[src/rtl/wbu_top_ysyx_23060136.sv]
// Write-back unit: takes MEM-stage results and drives the GPR/CSR write ports.
// It also produces the retire pulse and the sticky halt flag. Ecall takes two
// write cycles: mepc first, then mcause.
// Optional feature: define WBU_RETIRE_CNT_EN to build the retired-instruction counter.
module wbu_top_ysyx_23060136 (
   input  logic        clk,
   input  logic        rst,
   input  logic        MEM_i_valid,
   input  logic [31:0] MEM_i_pc,
   input  logic [31:0] MEM_i_inst,
   input  logic        MEM_i_commit,
   input  logic [4:0]  MEM_i_rd,
   input  logic        MEM_i_write_gpr,
   input  logic        MEM_i_mem_to_reg,
   input  logic [31:0] MEM_i_alu_result,
   input  logic [31:0] MEM_i_mem_rdata,
   input  logic        MEM_i_write_csr,
   input  logic [2:0]  MEM_i_csr_rd,
   input  logic [31:0] MEM_i_csr_wdata,
   input  logic        MEM_i_rv32_ecall,
   input  logic        MEM_i_system_halt,
   output logic        WB_o_ready,
   output logic [4:0]  WB_o_rd,
   output logic        WB_o_RegWr,
   output logic [31:0] WB_o_rf_busW,
   output logic [2:0]  WB_o_csr_rd,
   output logic        WB_o_CSRWr,
   output logic [31:0] WB_o_csr_busW,
   output logic [31:0] WB_o_pc,
   output logic [31:0] WB_o_inst,
   output logic        WB_o_commit,
   output logic        WB_o_halt,
   output logic [31:0] WB_o_retire_cnt
);

   localparam logic [2:0]  CSR_NONE   = 3'd0;
   localparam logic [2:0]  CSR_MEPC   = 3'd3;
   localparam logic [2:0]  CSR_MCAUSE = 3'd4;
   localparam logic [31:0] CAUSE_ECALL_M = 32'd11;

   typedef enum logic [1:0] {IDLE, WRITE, ECALL_CAUSE, HALT} state_t;

   state_t state;
   logic   accept;

   // ready is a pure decode of the state register, so it reads 1 while reset holds IDLE
   assign WB_o_ready = (state == IDLE) || (state == WRITE);
   assign accept     = MEM_i_valid & WB_o_ready;

   // FSM and all registered write-port outputs; write strobes default low every cycle
   always_ff @(posedge clk or negedge rst) begin
      if (!rst) begin
         state         <= IDLE;
         WB_o_rd       <= '0;
         WB_o_RegWr    <= 1'b0;
         WB_o_rf_busW  <= '0;
         WB_o_csr_rd   <= '0;
         WB_o_CSRWr    <= 1'b0;
         WB_o_csr_busW <= '0;
         WB_o_pc       <= '0;
         WB_o_inst     <= '0;
         WB_o_commit   <= 1'b0;
         WB_o_halt     <= 1'b0;
      end else begin
         WB_o_RegWr  <= 1'b0;
         WB_o_CSRWr  <= 1'b0;
         WB_o_commit <= 1'b0;
         case (state)
            IDLE, WRITE: begin
               if (accept) begin
                  WB_o_pc     <= MEM_i_pc;
                  WB_o_inst   <= MEM_i_inst;
                  WB_o_commit <= MEM_i_commit;
                  if (MEM_i_system_halt) begin
                     // halt wins over ecall and still retires its own GPR/CSR write
                     state         <= HALT;
                     WB_o_halt     <= 1'b1;
                     WB_o_rd       <= MEM_i_rd;
                     WB_o_RegWr    <= MEM_i_write_gpr & (MEM_i_rd != 5'd0);
                     WB_o_rf_busW  <= MEM_i_mem_to_reg ? MEM_i_mem_rdata : MEM_i_alu_result;
                     WB_o_csr_rd   <= MEM_i_csr_rd;
                     WB_o_CSRWr    <= MEM_i_write_csr & (MEM_i_csr_rd != CSR_NONE);
                     WB_o_csr_busW <= MEM_i_csr_wdata;
                  end else if (MEM_i_rv32_ecall) begin
                     state         <= ECALL_CAUSE;
                     WB_o_rd       <= MEM_i_rd;
                     WB_o_csr_rd   <= CSR_MEPC;
                     WB_o_CSRWr    <= 1'b1;
                     WB_o_csr_busW <= MEM_i_pc;
                  end else begin
                     state         <= WRITE;
                     WB_o_rd       <= MEM_i_rd;
                     WB_o_RegWr    <= MEM_i_write_gpr & (MEM_i_rd != 5'd0);
                     WB_o_rf_busW  <= MEM_i_mem_to_reg ? MEM_i_mem_rdata : MEM_i_alu_result;
                     WB_o_csr_rd   <= MEM_i_csr_rd;
                     WB_o_CSRWr    <= MEM_i_write_csr & (MEM_i_csr_rd != CSR_NONE);
                     WB_o_csr_busW <= MEM_i_csr_wdata;
                  end
               end else begin
                  state <= IDLE;
               end
            end
            ECALL_CAUSE: begin
               state         <= IDLE;
               WB_o_csr_rd   <= CSR_MCAUSE;
               WB_o_CSRWr    <= 1'b1;
               WB_o_csr_busW <= CAUSE_ECALL_M;
            end
            HALT: begin
               state <= HALT;
            end
            default: begin
               state <= IDLE;
            end
         endcase
      end
   end

`ifdef WBU_RETIRE_CNT_EN
   logic        commit_next;
   logic [31:0] retire_cnt;

   // counter advances on the same edge that raises WB_o_commit, keeping the two aligned
   assign commit_next = accept & MEM_i_commit;

   // retired-instruction counter, wraps naturally at 32 bits
   always_ff @(posedge clk or negedge rst) begin
      if (!rst) begin
         retire_cnt <= '0;
      end else if (commit_next) begin
         retire_cnt <= retire_cnt + 32'd1;
      end
   end

   assign WB_o_retire_cnt = retire_cnt;
`else
   assign WB_o_retire_cnt = '0;
`endif

endmodule
[config.mk]
export PLATFORM = sky130hd
export DESIGN_NAME = wbu_top_ysyx_23060136
export DESIGN_NICKNAME = d
export VERILOG_FILES = /design/src/rtl/wbu_top_ysyx_23060136.sv
export SDC_FILE = /design/constraint.sdc
export NUM_CORES = 1
export LEC_CHECK = 0
export BUFFER_PORTS_ARGS = -buffer_cell sky130_fd_sc_hd__buf_2
export CORE_MARGIN = 1
export CORE_UTILIZATION = 35
export CTS_CLUSTER_DIAMETER = 60
export DETAILED_ROUTE_END_ITERATION = 8
export PLACE_DENSITY = 0.66
export SLEW_MARGIN = 20
export SYNTH_ARGS = -nofsm -noshare
export SYNTH_HDL_FRONTEND = slang
export SYNTH_SLANG_ARGS = --single-unit
[constraint.sdc]
create_clock -name clk -period 3 [get_ports clk]
set_input_delay 0.6 -clock clk [delete_from_list [all_inputs] [get_ports clk]]
set_output_delay 0.6 -clock clk [all_outputs]
set_load 0.01 [all_outputs]
==> summary by stage, run 1 <==
Clock tree
The quantity of hold-fixing buffers added after cts is 0. The clock edge transition at the registers on the reported setup and hold paths is 0.07 ns. TritonCTS built the clock tree.

Buffers added to address setup during post-CTS repair amount to 0. The number of gates resized after CTS was 0. The source-to-sink clock delay at the later pin of the worst-skew pair is 0.41 ns. In this run the clock root is driven by a sky130_fd_sc_hd__clkbuf_16. Clock tree synthesis inserted a total of 17 buffers.

The H-tree generated during clock tree synthesis spans 4 levels. Clock tree synthesis found a total of 142 sinks. The maximum number of buffers from clock root to sink is 2.

Worst setup path
Walking the worst path, the cells encountered are inv_1, buf_2. The worst setup path is launched from a flip-flop. Along the worst path, the maximum fanout reaches 5. At the worst endpoint, the arrival time is 1.13 ns. The startpoint-to-endpoint class of the critical path is flip-flop to output pin. STA puts the critical path data required time at 2.40 ns. The slowest stage of the critical path belongs to the cell sky130_fd_sc_hd__dfrtp_1. The maximum cell stage delay along the critical path is 0.42 ns. The critical path endpoint category is an output pin.

STA
The count of final hold-check violations is 0. For this run, the top clock speed supported by timing is 579 MHz. The worst slew margin relative to its limit is 39.9%.

The count of pins over their slew limit came to 0. Setup repair after global routing left no endpoint under its margin. The number of failing setup endpoints in the final timing report is 0.

In the finished design, the share of the clock period the worst path needs comes to 57.6%. Between clock sinks in the finished design, the worst skew comes to 0.00602 ns. Subtracting the final worst setup slack from the clock period gives 1.73 ns. The summed negative setup slack over all endpoints is 0 ns. The worst path meets setup with 1.27 ns of slack. At the pin with the least slew margin, the transition time is 0.902 ns.

Yosys
The multiplexer fraction of the synthesized cell area is 10.2%. The synthesized netlist devotes 0% of its cell area to XOR and XNOR gates. By area the synthesized netlist is led by sky130_fd_sc_hd__dfrtp_1 (57%), sky130_fd_sc_hd__nand2_1 (13%), sky130_fd_sc_hd__mux2i_1 (10%), sky130_fd_sc_hd__o21ai_0 (4.8%), sky130_fd_sc_hd__buf_4 (4.4%). The post-synthesis instance area is 0.00627 mm^2. The count of synthesis-stage warnings from yosys is 0. The synthesized netlist devotes 10.7% of its cell area to compound gates. In this run the mean area of a mapped cell was 10.3 um^2.

The post-synthesis cell type with the largest combined area is sky130_fd_sc_hd__dfrtp_1. The post-synthesis simple-gate area fraction is 13.9%. By area, the combinational part of the netlist is dominated by simple AND/OR/NAND/NOR gates. The fraction of synthesized cell area taken by the top area cell type is 56.7%. The post-synthesis instance total is 608. The arithmetic-cell share of the synthesized area counting full adders, half adders and majority gates is 0%. In this run, synthesis produced a sequential element count of 142. Yosys mapped the design onto 28 distinct sky130hd cell types. The sequential element share of the synthesized area is 56.7%.

Run
Max-cap violations in this run came to 0.

Floorplan
The die footprint is 0.0184 mm^2. The boundary pin count is 350. The number of rows created at floorplan is 48. In this run the standard cell core region covers 0.0174 mm^2. Measured along the y axis, the die boundary spans 136 um. In this run the horizontal extent of the chip is 136 um. The initial cell density of the core is 36.0%.

Final layout
Cells with a size suffix above 1 make up 39.2% of the layout. The library cells used most frequently in the layout, excluding fill and tap cells, are sky130_fd_sc_hd__buf_2 (316), sky130_fd_sc_hd__nand2_1 (209), sky130_fd_sc_hd__dfrtp_1 (142). The leading cell type in the layout, fill and taps excluded is sky130_fd_sc_hd__buf_2. The filler cells instantiated in the layout total 1,712.

The finished layout cell area is 0.00842 mm^2. The antenna diode instance count is 0. The number of nets in the final layout is 1,088. The area growth from synthesis to layout is 34.4%.

Placed design
The number of I/O port buffers is 317. The standard cell area after detailed placement is 0.00785 mm^2. The HPWL reported at the end of detailed placement is 12,600 um. The worst setup timing slack at the placement stage is 1.01 ns.

Routability-driven placement finished with a final weighted congestion of 0.798.

Routing
After detailed routing, the number of remaining DRC violations is 0. The detailed router's first-iteration violation count is 186. Once detail routing completed, the nets flagged for antenna violations numbered 0. The average detailed-routed wire length per instance is 15.2 um. The routed wire length is 17,500 um. After detailed routing, the number of vias per cell comes to 4.57. The via count is 5,249. Before antenna repair, the detailed router went through 4 iterations.

Pwr
VDD sags by at most 0.360 mV. The analysis attributes to cell leakage a power of 4.74 nW. The power per cell area is 553 mW/mm^2.

Global routing
For this run, the total global-route usage over all layers was measured as 19.1%. The first global-routing pass estimated 26,700 um of wire. The number of global-route vias before repair came to 5,235.

After global routing the overflow that remains totals 0. Entering global routing, the biggest net connects 65 pins. The initial antenna violation count was 0.

Min path
The path class of the tightest hold or removal check is input pin to asynchronous set/reset pin.

Status
The flow ran to the end, and the final reports show no timing, DRC or antenna violations.
Yosys cell counts:
master,count
sky130_fd_sc_hd__buf_2,14
sky130_fd_sc_hd__clkbuf_2,4
sky130_fd_sc_hd__o2bb2ai_1,31
sky130_fd_sc_hd__conb_1,1
sky130_fd_sc_hd__a21oi_1,1
sky130_fd_sc_hd__clkbuf_1,6
sky130_fd_sc_hd__o311a_1,1
sky130_fd_sc_hd__nor2b_2,1
sky130_fd_sc_hd__and2b_2,1
sky130_fd_sc_hd__nor2_4,1
sky130_fd_sc_hd__nand2_1,209
sky130_fd_sc_hd__or3_1,1
sky130_fd_sc_hd__nand2b_1,1
sky130_fd_sc_hd__mux2i_1,64
sky130_fd_sc_hd__nand2b_4,1
sky130_fd_sc_hd__nor2b_1,1
sky130_fd_sc_hd__o21ai_0,60
sky130_fd_sc_hd__and2_1,1
sky130_fd_sc_hd__a221o_1,1
sky130_fd_sc_hd__o31ai_1,1
sky130_fd_sc_hd__buf_4,37
sky130_fd_sc_hd__buf_6,12
sky130_fd_sc_hd__o21ai_1,6
sky130_fd_sc_hd__a21o_1,1
sky130_fd_sc_hd__inv_1,1
sky130_fd_sc_hd__nor2_1,5
sky130_fd_sc_hd__a2bb2oi_1,3
sky130_fd_sc_hd__dfrtp_1,142
cell families after synthesis:
family,Yosys count
and+or+nand+nor,222
AOI/OAI and AO/OA,105
buffers and inverters,74
DFF,142
other,1
muxes,64
where the power goes:
group          internal [mW]  leakage (nW)  switching (mW)  total, mW
registers               2.02          1.83          0.0537       2.07
logic                  0.248          2.65           0.292      0.540
clock network           1.18         0.265           0.865       2.05
final cells by class:
class | instances | area, um^2 | area share [%]
Clock buffer | 19 | 443 | 5.26
Clock inverter | 13 | 131 | 1.56
Inverter | 1 | 3.75 | 0.0446
Multi-Input combinational cell | 423 | 2310 | 27.5
Sequential cell | 142 | 3550 | 42.2
Tap cell | 225 | 282 | 3.34
Timing Repair Buffer | 326 | 1700 | 20.2
per-stage QoR:
step / cells / hold slack, ns / util [%] / power (mW)
after floorplan: 639 / 0.304 / - / 2.37
after global placement: 1117 / 0.450 / 45.1 / 2.65
after detailed placement: 1117 / 0.445 / 45.1 / 2.66
after CTS: 1149 / 0.185 / 48.4 / 4.73
after global routing: 1149 / 0.199 / 48.4 / 4.86
final: 1149 / 0.163 / 48.4 / 4.66
flip-flops by register name, summed over array words and instances, names as in the netlist, named ones only:
signal / cells
WB_o_pc: 32
WB_o_csr_busW: 32
WB_o_csr_rd: 3
WB_o_inst: 32
WB_o_commit: 1
WB_o_RegWr: 1
WB_o_rf_busW: 32
WB_o_CSRWr: 1
WB_o_halt: 1
state: 1
WB_o_rd: 5
final timing paths:
path	startpoint	to	slack, ns	depth (start not counted)
min	rst	WB_o_pc[6]	0.16	1
max in group asynchronous	rst	WB_o_commit	2.01	2
max	state[1]	WB_o_ready	1.27	2
min reg2reg	WB_o_halt	WB_o_halt	0.46	1
max reg2reg	state[1]	WB_o_rf_busW[7]	1.28	3
min in group clk	MEM_i_inst[29]	WB_o_inst[29]	0.37	3
critical path: cells and delay by family (launching register included):
family / cells / cell delay (ns)
flip-flops: 1 / 0.42
buffers and inverters: 2 / 0.30
layer usage:
| metal | track usage (%) | routed length [um] | vias up | part of all wire (%) |
|---|---|---|---|---|
| li1 | - | - | 2573 | - |
| met1 | 22.9 | 7270 | 2444 | 42 |
| met2 | 32.5 | 8750 | 211 | 50 |
| met3 | 4.90 | 1140 | 21 | 6.5 |
| met4 | 7.49 | 296 | 0 | 1.7 |
| met5 | 0 | 0 | - | 0 |
(Power assumes the default switching activity.)
==> inputs of run 2 (changes only) <==
--- a/config.mk
+++ b/config.mk
@@ -10,7 +10,7 @@
 export CORE_UTILIZATION = 35
 export CTS_CLUSTER_DIAMETER = 60
 export DETAILED_ROUTE_END_ITERATION = 8
-export PLACE_DENSITY = 0.66
+export PLACE_DENSITY = 0.68
 export SLEW_MARGIN = 20
 export SYNTH_ARGS = -nofsm -noshare
 export SYNTH_HDL_FRONTEND = slang
==> constraint.sdc (replaced) <==
create_clock -name clk -period 1.45 [get_ports clk]
set_input_delay 0.29 -clock clk [delete_from_list [all_inputs] [get_ports clk]]
set_output_delay 0.29 -clock clk [all_outputs]
set_load 0.01 [all_outputs]
==> run 2 against run 1 <==
  * Critical endpoint is now WB_o_rf_busW[13]
  * Largest power group is now the clock network
  * Utilization up 1.3 points
  * Clock skew up 0.0045 ns
  * First-iteration DRC count up 20%
  * Hold slack worse by 0.10 ns
  * Die area unchanged
  * Sequential share of layout area down 1.1 points
  * Largest cell class unchanged
  * Routed wire length up 0.19%
  * Cell count up 0.96%
  * Sequential power up 110%
==> summary by stage, run 2 (synthesis results as in run 1) <==
Routing
The average detailed-routed wire length per instance is 15.1 um (-0.76%). The first-pass detailed-route iteration total is 4 (unchanged). The antenna violation net count after detailed routing was 0 (unchanged). The via count is 5,359 (+2.1%). The number of remaining DRC errors was 0 (unchanged). The routed wire length is 17,500 um (+0.19%).

The via density per instance is 4.62 (+1.1%). The detailed router's first-iteration violation count is 224 (+20%).

Global routing
The largest net degree at the start of global routing is 60 (-7.7%). The initial antenna violation count is 0 (unchanged). The global router's overall resource usage came to 19.1% (about the same). The first-pass GRT wire length is 26,900 um (+0.44%).

The number of global-route vias before repair is 5,214 (-0.40%). The total global routing overflow is 0 (unchanged).

Pwr
The total power draw came to 9.87 mW (+110%). The internal power was 7.51 mW (+120%). The switching share of total power is 23.9% (-2.1 points). The combinational fraction of design power was 11.6% (about the same).

The worst supply voltage drop on vdd came to 0.768 mV (+110%). The leakage power summed over all cells is 4.87 nW (+2.6%). The fraction of power consumed by the clock network is 44.9% (+1.0 points). The power per cell area is 1140 mW/mm^2 (+110%). The sequential cell fraction of total power was 43.5% (-1.0 points). The power spent charging and discharging nets was 2.35 mW (+95%).

Final layout
Leaving out fill and tap cells, the most frequent cell in the layout is sky130_fd_sc_hd__buf_2. The final cell utilization of the core is 49.7% (+1.3 points). The area occupied by multi-input gates is 0.00231 mm^2 (unchanged).

The area growth from synthesis to layout is 38.1%. The library cells used most frequently in the layout, excluding fill and tap cells, are sky130_fd_sc_hd__buf_2 (316), sky130_fd_sc_hd__nand2_1 (209), sky130_fd_sc_hd__dfrtp_1 (142). The antenna diode instance count is 0 (unchanged). The area taken by flip-flops and latches is 0.00355 mm^2 (unchanged). The share of post-route cells with drive strength above 1 came to 39.6% (+0.39 points). The count of fill cells added during filler insertion is 1,646 (-3.9%). The finished layout cell area was 0.00865 mm^2 (+2.7%). The number of nets in the final layout is 1,100 (+1.1%).

Clock tree
The clock edge transition at the registers on the reported setup and hold paths is 0.06 ns (about the same). The maximum number of buffers from clock root to sink came to 2 (unchanged). The number of H-tree branching levels was 4 (unchanged). The source-to-sink clock delay at the later pin of the worst-skew pair is 0.41 ns (about the same). The number of sinks on the clock net is 142 (unchanged).

The CTS tree is yes. The root buffer cell chosen for the clock tree is sky130_fd_sc_hd__clkbuf_16. The CTS buffer count was 17 (unchanged).

The buffers inserted during post-CTS setup optimization was 0 (unchanged).

STA
The summed negative setup slack over all endpoints is 0 ns (unchanged). The part of the cycle the worst path needs is 93.4%. The worst-margin pin slew is 0.639 ns (-0.263 ns). The number of failing setup endpoints in the final timing report is 0 (unchanged). Static timing analysis puts the maximum clock frequency at 738 MHz. The tightest hold margin is 0.0626 ns (-0.100 ns). Setup repair after global routing left no endpoint under its margin. The count of final hold-check violations is 0 (unchanged). The minimum period implied by the final worst setup slack is 1.35 ns. The count of pins over their slew limit is 0 (unchanged).

The largest clock skew in the final design is 0.0105 ns (+0.00451 ns). The worst slew margin relative to its limit is 57.0% (+17 points).

Min path
The startpoint of the tightest hold check path is MEM_i_inst[31]. The tightest min-delay check is of the input pin to flip-flop type.

Status
The flow ran to the end, and the final reports show no timing, DRC or antenna violations.

Worst setup path
The launch point of the critical path is state[1]. The maximum fanout count along the critical path was 33 (+28). The slowest cell on the critical path is sky130_fd_sc_hd__dfrtp_1.

The critical path endpoint category is a flip-flop. The arrival time of data at the critical path endpoint is 1.68 ns (+0.55 ns). The critical path launch point type is a flip-flop.

The maximum cell stage delay along the critical path is 0.40 ns (-0.02 ns). The critical path goes through and2b_2, nand2b_4, o21ai_0. The startpoint-to-endpoint class of the critical path is flip-flop to flip-flop. The required time of the critical path is 1.77 ns (-0.63 ns). The origin of the critical flop-to-flop path is state[1].

Placed design
The HPWL reported at the end of detailed placement is 13,000 um (+2.5%). The standard cell area after detailed placement is 0.00804 mm^2 (+2.5%). The routability congestion estimate came to 0.769 (-3.6%). The number of I/O port buffers was 317 (unchanged).

Floorplan
The die footprint is 0.0184 mm^2 (unchanged). The number of rows created at floorplan is 48 (unchanged). The initial cell density of the core is 36.0% (unchanged). The die width is 136 um (unchanged). The boundary pin count is 350 (unchanged).

The die height was 136 um (unchanged). The total core area is 0.0174 mm^2 (unchanged).

Run
The max-cap violation count is 0 (unchanged).
run 2: cell types whose count changed in the layout (fill, tap and decap cells not counted), sizes merged:
cell,before,now
dlygate4sd3,0,1
bufinv,1,3
clkinv,2,4
clkinvlp,5,2
buf,326,337
inv,6,1
clkbuf,19,22
run 2: per-layer routing:
layer  vias to the layer above  GRT usage, %  share of wire [%]
met4                         0          5.81                1.3
met3                        18          5.35                6.9
met5                         -             0                  0
met1                      2528          22.7                 41
li1                       2591             -                  -
met2                       222          33.2                 50
run 2: cell type report:
cell class                 instances  area share (%)
sequential                       142            41.1
multi-input combinational        423            26.7
timing repair buffer             338            22.0
clock buffer                      22            5.36
tap                              225            3.25
clock inverter                     9            1.58
inverter                           1          0.0434
run 2: path summary, 6_finish.rpt:
check / depth (start not counted) / slack, ns / endpoint
max: 3 / 0.1 / WB_o_rf_busW[13]
min: 3 / 0.06 / WB_o_inst[31]
max reg2reg: 3 / 0.1 / WB_o_rf_busW[13]
min reg2reg: 2 / 0.47 / WB_o_inst[17]
max in group asynchronous: 3 / 0.53 / WB_o_pc[19]
min in group asynchronous: 2 / 0.35 / WB_o_pc[7]
run 2: per-stage QoR:
| stage | std cells | setup slack (ns) |
|---|---|---|
| 2_1_floorplan | 639 | 0.213 |
| 3_3_place_gp | 1128 | 0.126 |
| 3_5_place_dp | 1128 | 0.0549 |
| 4_1_cts | 1160 | 0.101 |
| 5_1_grt | 1160 | 0.0269 |
| 6_report | 1160 | 0.0956 |
run 2: worst max-delay path: cells and delay by family (launching register included):
family / cells / cell delay (ns)
compound gates: 1 / 0.25
simple gates: 2 / 0.60
flops: 1 / 0.40
run 2: repair_timing:
| action | 4_1_cts | 5_1_grt |
|---|---|---|
| endpoints found under the setup margin | 0 | 1 |
| gates resized for setup | 0 | 1 |
| hold buffers | 1 | 0 |
| hold endpoints to repair | 26 | 0 |
run 2: power by group through the flow:
stage | Clock [mW] | Sequential [mW] | Combinational (mW)
2_1_floorplan | 0 | 4.46 | 0.436
3_3_place_gp | 0 | 4.36 | 1.15
3_5_place_dp | 0 | 4.36 | 1.17
4_1_cts | 4.54 | 4.30 | 1.17
5_1_grt | 4.71 | 4.32 | 1.27
6_report | 4.43 | 4.30 | 1.14
==> inputs of run 3 (changes only) <==
==> constraint.sdc (replaced) <==
create_clock -name clk -period 1.45 [get_ports clk]
set_input_delay 0.29 -clock clk [delete_from_list [all_inputs] [get_ports clk]]
set_output_delay 0.29 -clock clk [all_outputs]
set_load 0.1 [all_outputs]
==> run 3 against run 2 <==
  * The flow now finishes with violations (setup timing)
  * Largest power group unchanged
  * Critical endpoint is now WB_o_ready
  * Global-route usage decreased by 0.11 points
  * Non-clock buffer count increased by 5
  * Routed wire length increased by 1.3%
  * Die area unchanged
  * Worst setup slack got worse by 0.14 ns
  * Register-to-register slack about the same
  * Highest routed layer unchanged
  * First-iteration DRC count increased by 3.1%
  * Cell count increased by 0.60%
  * Fmax decreased by 9.3%
==> summary by stage, run 3 (synthesis results as in run 1) <==
Floorplan
The die width came to 136 um (unchanged). The boundary pin count is 350 (unchanged). The total core area is 0.0174 mm^2 (unchanged). The number of rows created at floorplan is 48 (unchanged).

The initial cell density of the core was 36.0% (unchanged). The die footprint came to 0.0184 mm^2 (unchanged). The die height came to 136 um (unchanged).

Routing
The via count is 5,376 (+0.32%). The routed wire length came to 17,700 um (+1.3%). The via density per instance is 4.61 (-0.28%). The number of remaining DRC errors is 0 (unchanged). The detailed router's first-iteration violation count was 231 (+3.1%). The average detailed-routed wire length per instance came to 15.2 um (+0.67%). The first-pass detailed-route iteration total is 4 (unchanged). The antenna violation net count after detailed routing is 0 (unchanged).

Worst setup path
The critical path launch point type is a flip-flop. The arrival time of data at the critical path endpoint is 1.20 ns (-0.48 ns). The slowest cell on the critical path is sky130_fd_sc_hd__dfrtp_1. The origin of the critical flop-to-flop path is state[1]. The worst reg-to-reg path cell count is 5 (+2). The startpoint-to-endpoint class of the critical path is flip-flop to output pin. The worst setup slack for register-to-register paths is 0.11 ns (about the same). The worst reg2reg path endpoint is WB_o_csr_busW[7]. STA classifies the critical path endpoint as an output pin. The maximum cell stage delay along the critical path is 0.41 ns (about the same). The number of buffer and inverter instances along the worst setup path is 3 (+3). Traced cell by cell, the critical path runs through buf_6, clkinvlp_4, buf_12.

The maximum fanout count along the critical path is 4 (-88%). Grouping stages by cell kind, the critical path spends the most delay in flip-flops. The required time of the critical path came to 1.16 ns (-0.61 ns).

STA
Setup repair after global routing could not meet its margin everywhere. The largest clock skew in the final design came to 0.00909 ns (-0.00145 ns). The minimum period implied by the final worst setup slack is 1.49 ns (+0.139 ns). The fmax came to 669 MHz (-9.3%).

The part of the cycle the worst path needs is 103% (+9.6 points). The count of final hold-check violations came to 0 (unchanged). The count of pins over their slew limit is 0 (unchanged). The number of failing setup endpoints in the final timing report is 1 (+1).

The setup slack after layout came to -0.0437 ns (-0.139 ns).

Clock tree
The source-to-sink clock delay at the later pin of the worst-skew pair was 0.41 ns (about the same). The maximum number of buffers from clock root to sink is 2 (unchanged). The root cell of the clock tree is sky130_fd_sc_hd__clkbuf_16. The CTS buffer count is 17 (unchanged). The number of H-tree branching levels was 4 (unchanged). The clock edge transition at the registers on the reported setup and hold paths is 0.06 ns (about the same). The number of sinks on the clock net is 142 (unchanged). TritonCTS built the clock tree.

Status
The final reports fail on setup timing. The run finished, with violations left.

Run
The max-cap violation count is 0 (unchanged).

Global routing
The largest net degree at the start of global routing was 63 (+5.0%). The global router's overall resource usage was 19.0% (-0.11 points). The number of global-route vias before repair is 5,192 (-0.42%). The first-pass GRT wire length was 26,800 um (-0.31%). The total global routing overflow is 0 (unchanged). The initial antenna violation count is 0 (unchanged).

Placed design
The number of instances in the placed design is 1,131 (+0.27%). The HPWL reported at the end of detailed placement was 12,900 um (-0.62%). The number of I/O port buffers was 317 (unchanged). The routability congestion estimate is 0.784 (+2.0%).

Min path
The startpoint of the tightest hold check path is MEM_i_inst[24]. The number of instances on the worst hold path is 3 (unchanged). The worst hold path belongs to the class input pin to flip-flop. The worst hold path terminates at WB_o_inst[24].

Final layout
The share of post-route cells with drive strength above 1 is 40.3% (+0.77 points). The antenna diode instance count is 0 (unchanged). The number of nets in the final layout is 1,106 (+0.55%). The final cell utilization of the core is 52.3% (+2.6 points).

The number of non-filler instances in the completed layout was 1,167 (+0.60%). Leaving out fill and tap cells, the most frequent cell in the layout is sky130_fd_sc_hd__nand2_1. The area growth from synthesis to layout is 45.3%. The top cell types in the final layout, fill and taps aside, are sky130_fd_sc_hd__nand2_1 (209), sky130_fd_sc_hd__buf_2 (175), sky130_fd_sc_hd__buf_4 (153).

Pwr
The leakage power summed over all cells is 4.95 nW (+1.8%). The worst supply voltage drop on vdd is 0.738 mV (-3.9%). The power per cell area was 1330 mW/mm^2 (+17%).
## run 3: worst max-delay path by stage
| stage | cells after the start | endpoint | start |
|---|---|---|---|
| finish | 3 | WB_o_ready | state[1] |
| global placement | 4 | WB_o_inst[0] | state[1] |
| floorplan | 3 | WB_o_csr_busW[0] | state[1] |
| global route | 3 | WB_o_ready | state[1] |
| CTS | 3 | WB_o_ready | state[1] |
| detailed placement | 3 | WB_o_rf_busW[26] | state[1] |
## run 3: per-layer routing
metal  track usage [%]  share of wire [%]  vias up
li1                  -                  -     2602
met1              22.7                 42     2533
met2              32.9                 51      228
met3              5.69                7.0       13
met4              4.99               0.90        0
met5                 0                  0        -
## run 3: area by class of cell
cell class / count / area [um^2]
multi-input combinational: 424 / 2330
timing repair buffer: 343 / 2300
sequential: 142 / 3550
clock inverter: 12 / 184
tap: 225 / 282
inverter: 1 / 7.51
clock buffer: 20 / 457
fill: 1606 / 8310
## run 3: power by group
group	internal, mW	switching, mW
Combinational	0.668	2.46
Clock	2.99	1.73
Sequential	4.18	0.124
## run 3: repair_timing
action                                  in CTS  in global routing
endpoints found under the hold margin       23                  0
hold buffers                                 1                  0
setup buffers                                1                  1
pin swaps                                    0                  0
endpoints found under the setup margin     141                  7
gates resized for setup                    141                  2
cloned                                       0                  1
## run 3: worst min-delay path, stage by stage
cell and delay (ns):
sky130_fd_sc_hd__buf_2 0.07, sky130_fd_sc_hd__nand2_1 0.04, sky130_fd_sc_hd__nand2_1 0.04
## run 3: metrics by stage
| step | setup TNS, ns | power [mW] | setup WS (ns) | area, um^2 | hold WS [ns] |
|---|---|---|---|---|---|
| 2_1_floorplan | 0 | 6.72 | 0.0353 | 6390 | -0.00559 |
| 3_3_place_gp | 0 | 7.34 | 0.148 | 8070 | 0.197 |
| 3_5_place_dp | 0 | 7.36 | 0.0620 | 8070 | 0.198 |
| 4_1_cts | -0.0636 | 12.2 | -0.0636 | 9080 | 0.0446 |
| 5_1_grt | -0.0953 | 12.6 | -0.0953 | 9110 | 0.0446 |
| 6_report | -0.0437 | 12.2 | -0.0437 | 9110 | 0.0640 |
